<file path="config.mk">
export PLATFORM = sky130hd
export DESIGN_NAME = mem_bank_cfg_ctrl
export DESIGN_NICKNAME = d
export VERILOG_FILES = /design/src/rtl/mem_bank_cfg_pkg.sv /design/src/rtl/mem_bank_wl_decoder.sv /design/src/rtl/mem_bank_cfg_ctrl.sv
export SDC_FILE = /design/constraint.sdc
export NUM_CORES = 1
export LEC_CHECK = 0
export BUFFER_PORTS_ARGS = -buffer_cell sky130_fd_sc_hd__buf_2
export CORE_MARGIN = 10
export CORE_UTILIZATION = 30
export DETAILED_ROUTE_END_ITERATION = 7
export GPL_TIMING_DRIVEN = 0
export HOLD_SLACK_MARGIN = 0.1
export PLACE_DENSITY = 0.56
export REMOVE_ABC_BUFFERS = 1
export SYNTH_ARGS = -nofsm -noshare
export SYNTH_HDL_FRONTEND = slang
export SYNTH_SLANG_ARGS = --single-unit
export TNS_END_PERCENT = 1
</file>
<file path="constraint.sdc">
create_clock -name prog_clk -period 4 [get_ports prog_clk]
set_input_delay 0.6 -clock prog_clk [delete_from_list [all_inputs] [get_ports prog_clk]]
set_output_delay 0.6 -clock prog_clk [all_outputs]
set_load 0.05 [all_outputs]
</file>
<file path="src/rtl/mem_bank_cfg_pkg.sv">
// Shared types and default timing for the memory-bank config controllers.
package mem_bank_cfg_pkg;

  typedef enum logic [1:0] {
    IDLE   = 2'd0,
    SETUP  = 2'd1,
    STROBE = 2'd2,
    HOLD   = 2'd3
  } state_t;

  localparam int DEF_SETUP_CYCLES = 1;
  localparam int DEF_PULSE_CYCLES = 2;
  localparam int DEF_HOLD_CYCLES  = 1;

endpackage

</file>
<file path="src/rtl/mem_bank_wl_decoder.sv">
// Row address to one-hot word-line decode with enable and out-of-range flag.
module mem_bank_wl_decoder #(
  parameter int WL_WIDTH   = 8,
  parameter int ADDR_WIDTH = 3
) (
  input  logic                  en,
  input  logic [ADDR_WIDTH-1:0] addr,
  output logic [0:WL_WIDTH-1]   wl,
  output logic                  out_of_range
);

  always_comb begin
    out_of_range = (int'(addr) >= WL_WIDTH);
    for (int i = 0; i < WL_WIDTH; i++) begin
      wl[i] = en && (addr == ADDR_WIDTH'(i));
    end
  end

endmodule

</file>
<file path="src/rtl/mem_bank_cfg_ctrl.sv">
// Config-word sequencer for one tile column: drives bl, then a timed one-hot
// wl strobe, then a hold phase before releasing bl.
//
// state  | meaning
// IDLE   | waiting for a config word; bl and wl low
// SETUP  | bl driven, wl low, counting setup time
// STROBE | bl driven, wl[addr] high, counting pulse width
// HOLD   | bl still driven, wl low, counting hold time
module mem_bank_cfg_ctrl
  import mem_bank_cfg_pkg::*;
#(
  parameter int BL_WIDTH     = 8,
  parameter int WL_WIDTH     = 8,
  parameter int ADDR_WIDTH   = 3,
  parameter int SETUP_CYCLES = DEF_SETUP_CYCLES,
  parameter int PULSE_CYCLES = DEF_PULSE_CYCLES,
  parameter int HOLD_CYCLES  = DEF_HOLD_CYCLES,
  parameter int CNT_WIDTH    = 4
) (
  input  logic                  prog_clk,
  input  logic                  pReset,
  input  logic                  cfg_enable,
  input  logic                  cfg_valid,
  output logic                  cfg_ready,
  input  logic [BL_WIDTH-1:0]   cfg_bl_data,
  input  logic [ADDR_WIDTH-1:0] cfg_wl_addr,
  input  logic                  cfg_last,
  output logic [0:BL_WIDTH-1]   bl,
  output logic [0:WL_WIDTH-1]   wl,
  output logic                  cfg_done,
  output logic                  cfg_err,
  output logic [15:0]           word_count
);

  localparam logic [CNT_WIDTH-1:0] SETUP_LD = CNT_WIDTH'(SETUP_CYCLES - 1);
  localparam logic [CNT_WIDTH-1:0] PULSE_LD = CNT_WIDTH'(PULSE_CYCLES - 1);
  localparam logic [CNT_WIDTH-1:0] HOLD_LD  = CNT_WIDTH'(HOLD_CYCLES - 1);

  state_t                state, state_n;
  logic [CNT_WIDTH-1:0]  cnt, cnt_n;
  logic [0:BL_WIDTH-1]   bl_q, bl_n;
  logic [0:WL_WIDTH-1]   wl_q, wl_n, dec_wl;
  logic [ADDR_WIDTH-1:0] addr_q, addr_n, dec_addr;
  logic                  last_q, last_n;
  logic                  done_q, done_n;
  logic                  err_q, err_n;
  logic [15:0]           words_q, words_n;
  logic                  accept, dec_oor, cnt_tc;

  assign cfg_ready  = ~pReset & (state == IDLE) & cfg_enable & ~done_q;
  assign accept     = cfg_valid & cfg_ready;
  assign cnt_tc     = (cnt == '0);
  // In IDLE the decoder range-checks the incoming address; afterwards it decodes the latched row.
  assign dec_addr   = (state == IDLE) ? cfg_wl_addr : addr_q;

  assign bl         = bl_q;
  assign wl         = wl_q;
  assign cfg_done   = done_q;
  assign cfg_err    = err_q;
  assign word_count = words_q;

  mem_bank_wl_decoder #(
    .WL_WIDTH   (WL_WIDTH),
    .ADDR_WIDTH (ADDR_WIDTH)
  ) u_wl_dec (
    .en           (state == SETUP),
    .addr         (dec_addr),
    .wl           (dec_wl),
    .out_of_range (dec_oor)
  );

  always_ff @(posedge prog_clk or posedge pReset) begin
    if (pReset) begin
      state   <= IDLE;
      cnt     <= '0;
      bl_q    <= '0;
      wl_q    <= '0;
      addr_q  <= '0;
      last_q  <= 1'b0;
      done_q  <= 1'b0;
      err_q   <= 1'b0;
      words_q <= '0;
    end else begin
      state   <= state_n;
      cnt     <= cnt_n;
      bl_q    <= bl_n;
      wl_q    <= wl_n;
      addr_q  <= addr_n;
      last_q  <= last_n;
      done_q  <= done_n;
      err_q   <= err_n;
      words_q <= words_n;
    end
  end

  always_comb begin
    state_n = state;
    cnt_n   = cnt;
    bl_n    = bl_q;
    wl_n    = wl_q;
    addr_n  = addr_q;
    last_n  = last_q;
    done_n  = done_q;
    err_n   = err_q;
    words_n = words_q;
    case (state)
      IDLE: begin
        if (accept) begin
          if (dec_oor) begin
            // Dropped word: bus untouched, but a final word still ends the stream.
            err_n = 1'b1;
            if (cfg_last) done_n = 1'b1;
          end else begin
            state_n = SETUP;
            cnt_n   = SETUP_LD;
            addr_n  = cfg_wl_addr;
            last_n  = cfg_last;
            for (int i = 0; i < BL_WIDTH; i++) bl_n[i] = cfg_bl_data[i];
          end
        end
      end
      SETUP: begin
        if (cnt_tc) begin
          state_n = STROBE;
          wl_n    = dec_wl;
          cnt_n   = PULSE_LD;
        end else begin
          cnt_n = cnt - 1'b1;
        end
      end
      STROBE: begin
        if (cnt_tc) begin
          state_n = HOLD;
          wl_n    = '0;
          cnt_n   = HOLD_LD;
        end else begin
          cnt_n = cnt - 1'b1;
        end
      end
      HOLD: begin
        if (cnt_tc) begin
          state_n = IDLE;
          bl_n    = '0;
          if (words_q != 16'hFFFF) words_n = words_q + 16'd1;
          if (last_q) done_n = 1'b1;
        end else begin
          cnt_n = cnt - 1'b1;
        end
      end
      default: state_n = IDLE;
    endcase
  end

endmodule

</file>
* Yosys cells after proc, flatten, opt, wreduce, memory -nomap -nowiden
Index checks and enable logic that the tools add are counted.
** Cells by class
- $add $sub $neg :: 2
- Reduce and logical (&&, ||, !) cells :: 20
- Div/mod/pow operators :: 0
- Shifts and indexed selects :: 0
- Muxes and demuxes :: 16
- Bitwise operators :: 6
- Magnitude comparators :: 0
- Equality and inequality tests :: 16
- Multipliers :: 0
** Operators with widths (count)
- $pmux 8 s2 :: 2
- $mux 8 :: 3
- $add 16x1->16 const B :: 1
- $mux 4 :: 4
- $ne 16x16->1 const B :: 1
- $pmux 4 s4 :: 1
- $eq 3x3->1 const B :: 4
- $reduce_and 3->1 :: 4
- $ne 2x2->1 const B :: 5
- $logic_and 1x1->1 :: 8
- $mux 2 :: 4
- $pmux 2 s4 :: 1
- $eq 3x2->1 const B :: 2
- $and 1x1->1 :: 4
- $eq 2x2->1 const B :: 2
- $logic_not 4->1 :: 1
- $reduce_and 2->1 :: 2
- $reduce_and 4->1 :: 1
- $reduce_bool 2->1 :: 2
- $sub 4x1->4 const B :: 1
- $eq 3x1->1 const B :: 1
- $logic_not 3->1 :: 1
- $mux 3 :: 1
- $eq 2x1->1 const B :: 1
- 2 further kinds :: 3
** Word-level totals
- Memory bits (writable) :: 0
- Logic and storage cells :: 68
- Bits in latches :: 0
- Input port bits :: 16
- Output and inout port bits :: 35
- Bits in read-only memories :: 0
- Register bits after elaboration :: 43
- Memories kept :: 0

* Depth between registers and ports, before layout
- Depth after elaboration :: 7
- Gate-level depth with buffers :: 7

* Hierarchy
From an unflattened synthesis, not the netlist that was laid out.
** Unflattened totals
- Cells, all modules :: 230
- Area, all modules :: 2496.1 sq um
** Modules (own cells, without submodules)
- mem_bank_cfg_ctrl :: area an instance 2389.8 sq um, times used 1, cells an instance 220
- mem_bank_wl_decoder :: area an instance 106.4 sq um, times used 1, cells an instance 10

* Worst setup path before layout
OpenSTA, ideal clock, no wires.
- Path kind :: reg-to-reg
- Start :: register words_q[0], in the netlist word_count[0]
- End :: register words_q[7], in the netlist word_count[7]
- Stages on the path, launching flop included :: 6
- Library setup time :: 0.146 ns
- Arrival time :: 1.786 ns
- Period minus slack after synthesis :: 1.932 ns
- Path slack :: 2.068 ns
- Cells stage by stage :: dfrtp_1 ha_1 nand3_1 nor3_1 nor4b_1 xor2_1
** Between the ends
- Word-level cells in the longest chain between the ends :: 2
- Elaborated cells between the ends (all ways) :: 3
- Those cells by class :: 1 x add/sub; 1 x eq/ne; 1 x reduce/logical
** RTL lines
- start: declaration :: line mem_bank_cfg_ctrl.sv:47 : logic [15:0] words_q, words_n;
- start signal: assignment :: line mem_bank_cfg_ctrl.sv:92 : words_q <= words_n;
- parallel branches: the longest is 2 deep, another holds $add 16x1->16
Parallel ways; which one is timed is not known.
A chain may end at the register's enable or synchronous reset.

* Final worst setup path
- Start :: register state[1]
- End :: register bl_q, in the netlist bl[1]
** Between the ends
- Word-level cells in the longest chain between the ends :: 7
- Elaborated cells between the ends (all ways) :: 11
- Those cells by class :: 3 x eq/ne; 1 x mux; 4 x bitwise; 3 x reduce/logical
** RTL lines
- start: declaration :: line mem_bank_cfg_ctrl.sv:39 : state_t state, state_n;
- start signal: assignment :: line mem_bank_cfg_ctrl.sv:84 : state <= state_n;
- $logic_not 2->1 :: line mem_bank_cfg_ctrl.sv:50, mem_bank_cfg_ctrl.sv:106
- $and 1x1->1 (3 in a row) :: line mem_bank_cfg_ctrl.sv:50 : assign cfg_ready = ~pReset & (state == IDLE) & cfg_enable & ~done_q;
- $and 1x1->1 :: line mem_bank_cfg_ctrl.sv:51 : assign accept = cfg_valid & cfg_ready;
- $ne 2x2->1 (no line)
- $reduce_and 3->1 (no line)
- end signal: assignment :: line mem_bank_cfg_ctrl.sv:86 : bl_q <= bl_n;
- end: declaration :: line mem_bank_cfg_ctrl.sv:41 : logic [0:BL_WIDTH-1] bl_q, bl_n;
Several ways; a longest one is shown, not always the timed one.

==> metrics.cfg <==
[critical_path]
required_ps = 4170
reg2regPathDepth = 5
cp.arrival_ps = 2510
cp_slowest_cell = ha_1
crit_family = simple AND/OR/NAND/NOR gates
start_kind = flop
crit_cells = 5
crit_chain = ha_1 > and4bb_2 > nor2_1 > nor2_2 > mux2_2
slowest_delay_ps = 490
startpoint = state[1]$_DFFE_PP0P_
worst-path-buf-inv = 0
critPathCaptureType = flop
crit_type = reg -> reg
timing.rr.start = state[1]$_DFFE_PP0P_
cp_max_fo = 14

[logic_synthesis]
synthAdderAreaFrac_pct = 3.43
ys_types = 44
yosysWarnings = 0
synth_compound_area_share_pct = 9.65
synth-edff-count = 0
netlist_instances = 194
synth_top_cell_area_share_pct = 49.1
synth_area_um2 = 2190
async_flop_share_pct = 100
synth_ff_type = dfrtp_1
synth-simple-area-share_pct = 21.1
synth_top_family_by_area = simple AND/OR/NAND/NOR gates
ys_top_cells_by_area = dfrtp_1 (49%), mux2_2 (7.2%), xor2_1 (3.6%)
ys_ff_latch = 43
synth_mux_area_share_pct = 8.62
ys_seq_area_share_pct = 49.1
synth-xor-area-share_pct = 4.80
syn_area_per_cell_um2 = 11.3
synth_area_leader_cell = dfrtp_1

[place]
gp_congestion = 0.737
port_buffers = 49
hpwl_um = 3620

[worst_hold_path]
hp-class = in -> async

[power]
power_switching_mw = 0.924
combPwrFrac_pct = 51.7
p_total_mw = 1.96
power_density_nw_per_um2 = 746
p_leak_nw = 1.27
seqPwrFrac_pct = 34.7
ir_worst_vdd_uv = 213
internal_power_mw = 1.04
swShare_pct = 47.1
clkPwrFrac_pct = 13.6

[finish]
final.fill_count = 733
area_growth_pct = 20.3
layout_commonest_cell = buf_2
fin_nets = 268
ff_latch_area_um2 = 1080
drive_gt1_share_pct = 33.6
multiInputGateArea_um2 = 1050
diodes = 0
layout_common_cells = buf_2 (49), dfrtp_1 (43), mux2_2 (14)

[global_routing]
grt_use_total_pct = 9.17
grt_pass1_wl_um = 8600
grt_max_degree = 23
antenna_found_initial = 0
grt_pass1_vias = 1704
grt_remaining_overflow = 0

[flow_run]
maxCapViolCount = 0

[clock_network]
cts-root-buf = clkbuf_8
clk_latency_ps = 290
numCtsBuffers = 5
path_clk_slew_ps = 80
ctsHtreeMaxLevel = 2
ctsHoldBuffers = 0
postCtsSetupBuffers = 0
cts_sinks = 43
cts_resized = 0
cts_tree = yes
cts_buffer_depth = 2

[sta]
slew_headroom_pct = 55.8
setup_viol = 0
worst_pin_slew_ps = 657
tns_ps = 0
finalCriticalPeriod_ps = 2340
hold_viol_final = 0
max_freq_mhz = 427
slew_violations = 0
period_share_pct = 58.6
fin_skew_ps = 8.58
rsz0062_at_grt = no

[routing]
vias = 1612
drc = 0
post_drt_wl_per_cell_um = 14.1
ant_nets = 0
avgViaCountPerCell = 4.66
drtIter0Drc = 56
drt_wl_total_um = 4880
drt_pass1_iterations = 4

[floorplanning]
die_area_um2 = 11100
dieHeight_um = 105
coreArea_um2 = 7180
die_x_um = 105
io_pins = 51
start_util_pct = 30.5
rows = 31

[status]
run_status = completed

worst reg2reg max path, delay by kind of cell (launching register included):
kind / cells / cell delay [ps]
flops: 1 / 400
simple gates: 3 / 940
mux: 1 / 390
fa+ha+maj: 1 / 490
cells by family after synthesis:
kind of cell	Yosys count
other cells	1
simple gates	70
fa+ha+maj	6
compound gates	31
mux	17
xor+xnor	12
buf+inv	14
flops	43
through the flow:
step           hold WS (ps)  util (%)  setup slack (ps)  cell area (um^2)  instances
3_3_place_gp            457      35.2              1640              2530        337
6_report                350      36.7              1660              2640        346
3_5_place_dp            466      35.6              1600              2550        338
2_1_floorplan           444         -              2060              2160        189
5_1_grt                 372      36.7              1440              2640        346
4_1_cts                 358      36.7              1570              2640        346
synth_stat cells (3+ instances only):
library cell and count:
a22o_1 8, nor2b_1 10, nor4_2 5, a21oi_1 7
dfrtp_1 43, nor3b_1 3, nor2_1 10, xnor2_1 3
nor3_1 8, xor2_1 9, inv_1 9, mux2_2 14
nand2b_1 3, o21ai_0 6, ha_1 6, nand2_1 10
nand3_1 4
power groups by stage:
stage	Sequential, mW	Clock [mW]	Combinational [mW]
after floorplan	0.975	0	0.500
after global placement	0.684	0	1.01
after detailed placement	0.692	0	1.03
after CTS	0.682	0.285	1.04
after global routing	0.706	0.297	1.12
final	0.681	0.267	1.02
path summary, 6_finish.rpt:
| path | endpoint | slack (ps) |
|---|---|---|
| max in group asynchronous | word_count[7]$_DFFE_PP0P_ | 3160 |
| worst max-delay path | bl[1]$_DFFE_PP0P_ | 1660 |
| worst min-delay path | wl[4]$_DFFE_PP0P_ | 350 |
| min in group prog_clk | cfg_done$_DFFE_PP0P_ | 480 |
| worst min register to register | cfg_done$_DFFE_PP0P_ | 480 |
| worst max register to register | bl[1]$_DFFE_PP0P_ | 1660 |
registers in the layout, indices dropped and copies added, names as in the netlist:
signal      flops
last_q          1
cnt             4
addr_q          3
cfg_done        1
bl              8
wl              8
word_count     16
state           2
metal layers:
layer	track usage [%]	wire length [um]	up-vias
li1	-	-	802
met5	0	0	-
met4	2.35	46	0
met3	3.23	264	7
met2	15.1	2420	32
met1	11.1	2140	771
final cells by class:
type                       count  area share (%)
clock buffer                   7            2.90
timing repair buffer          50            10.4
multi-input combinational    137            39.7
clock inverter                 1           0.190
inverter                       9            1.28
tap                           99            4.70
sequential                    43            40.8
(Power assumes the default switching activity.)
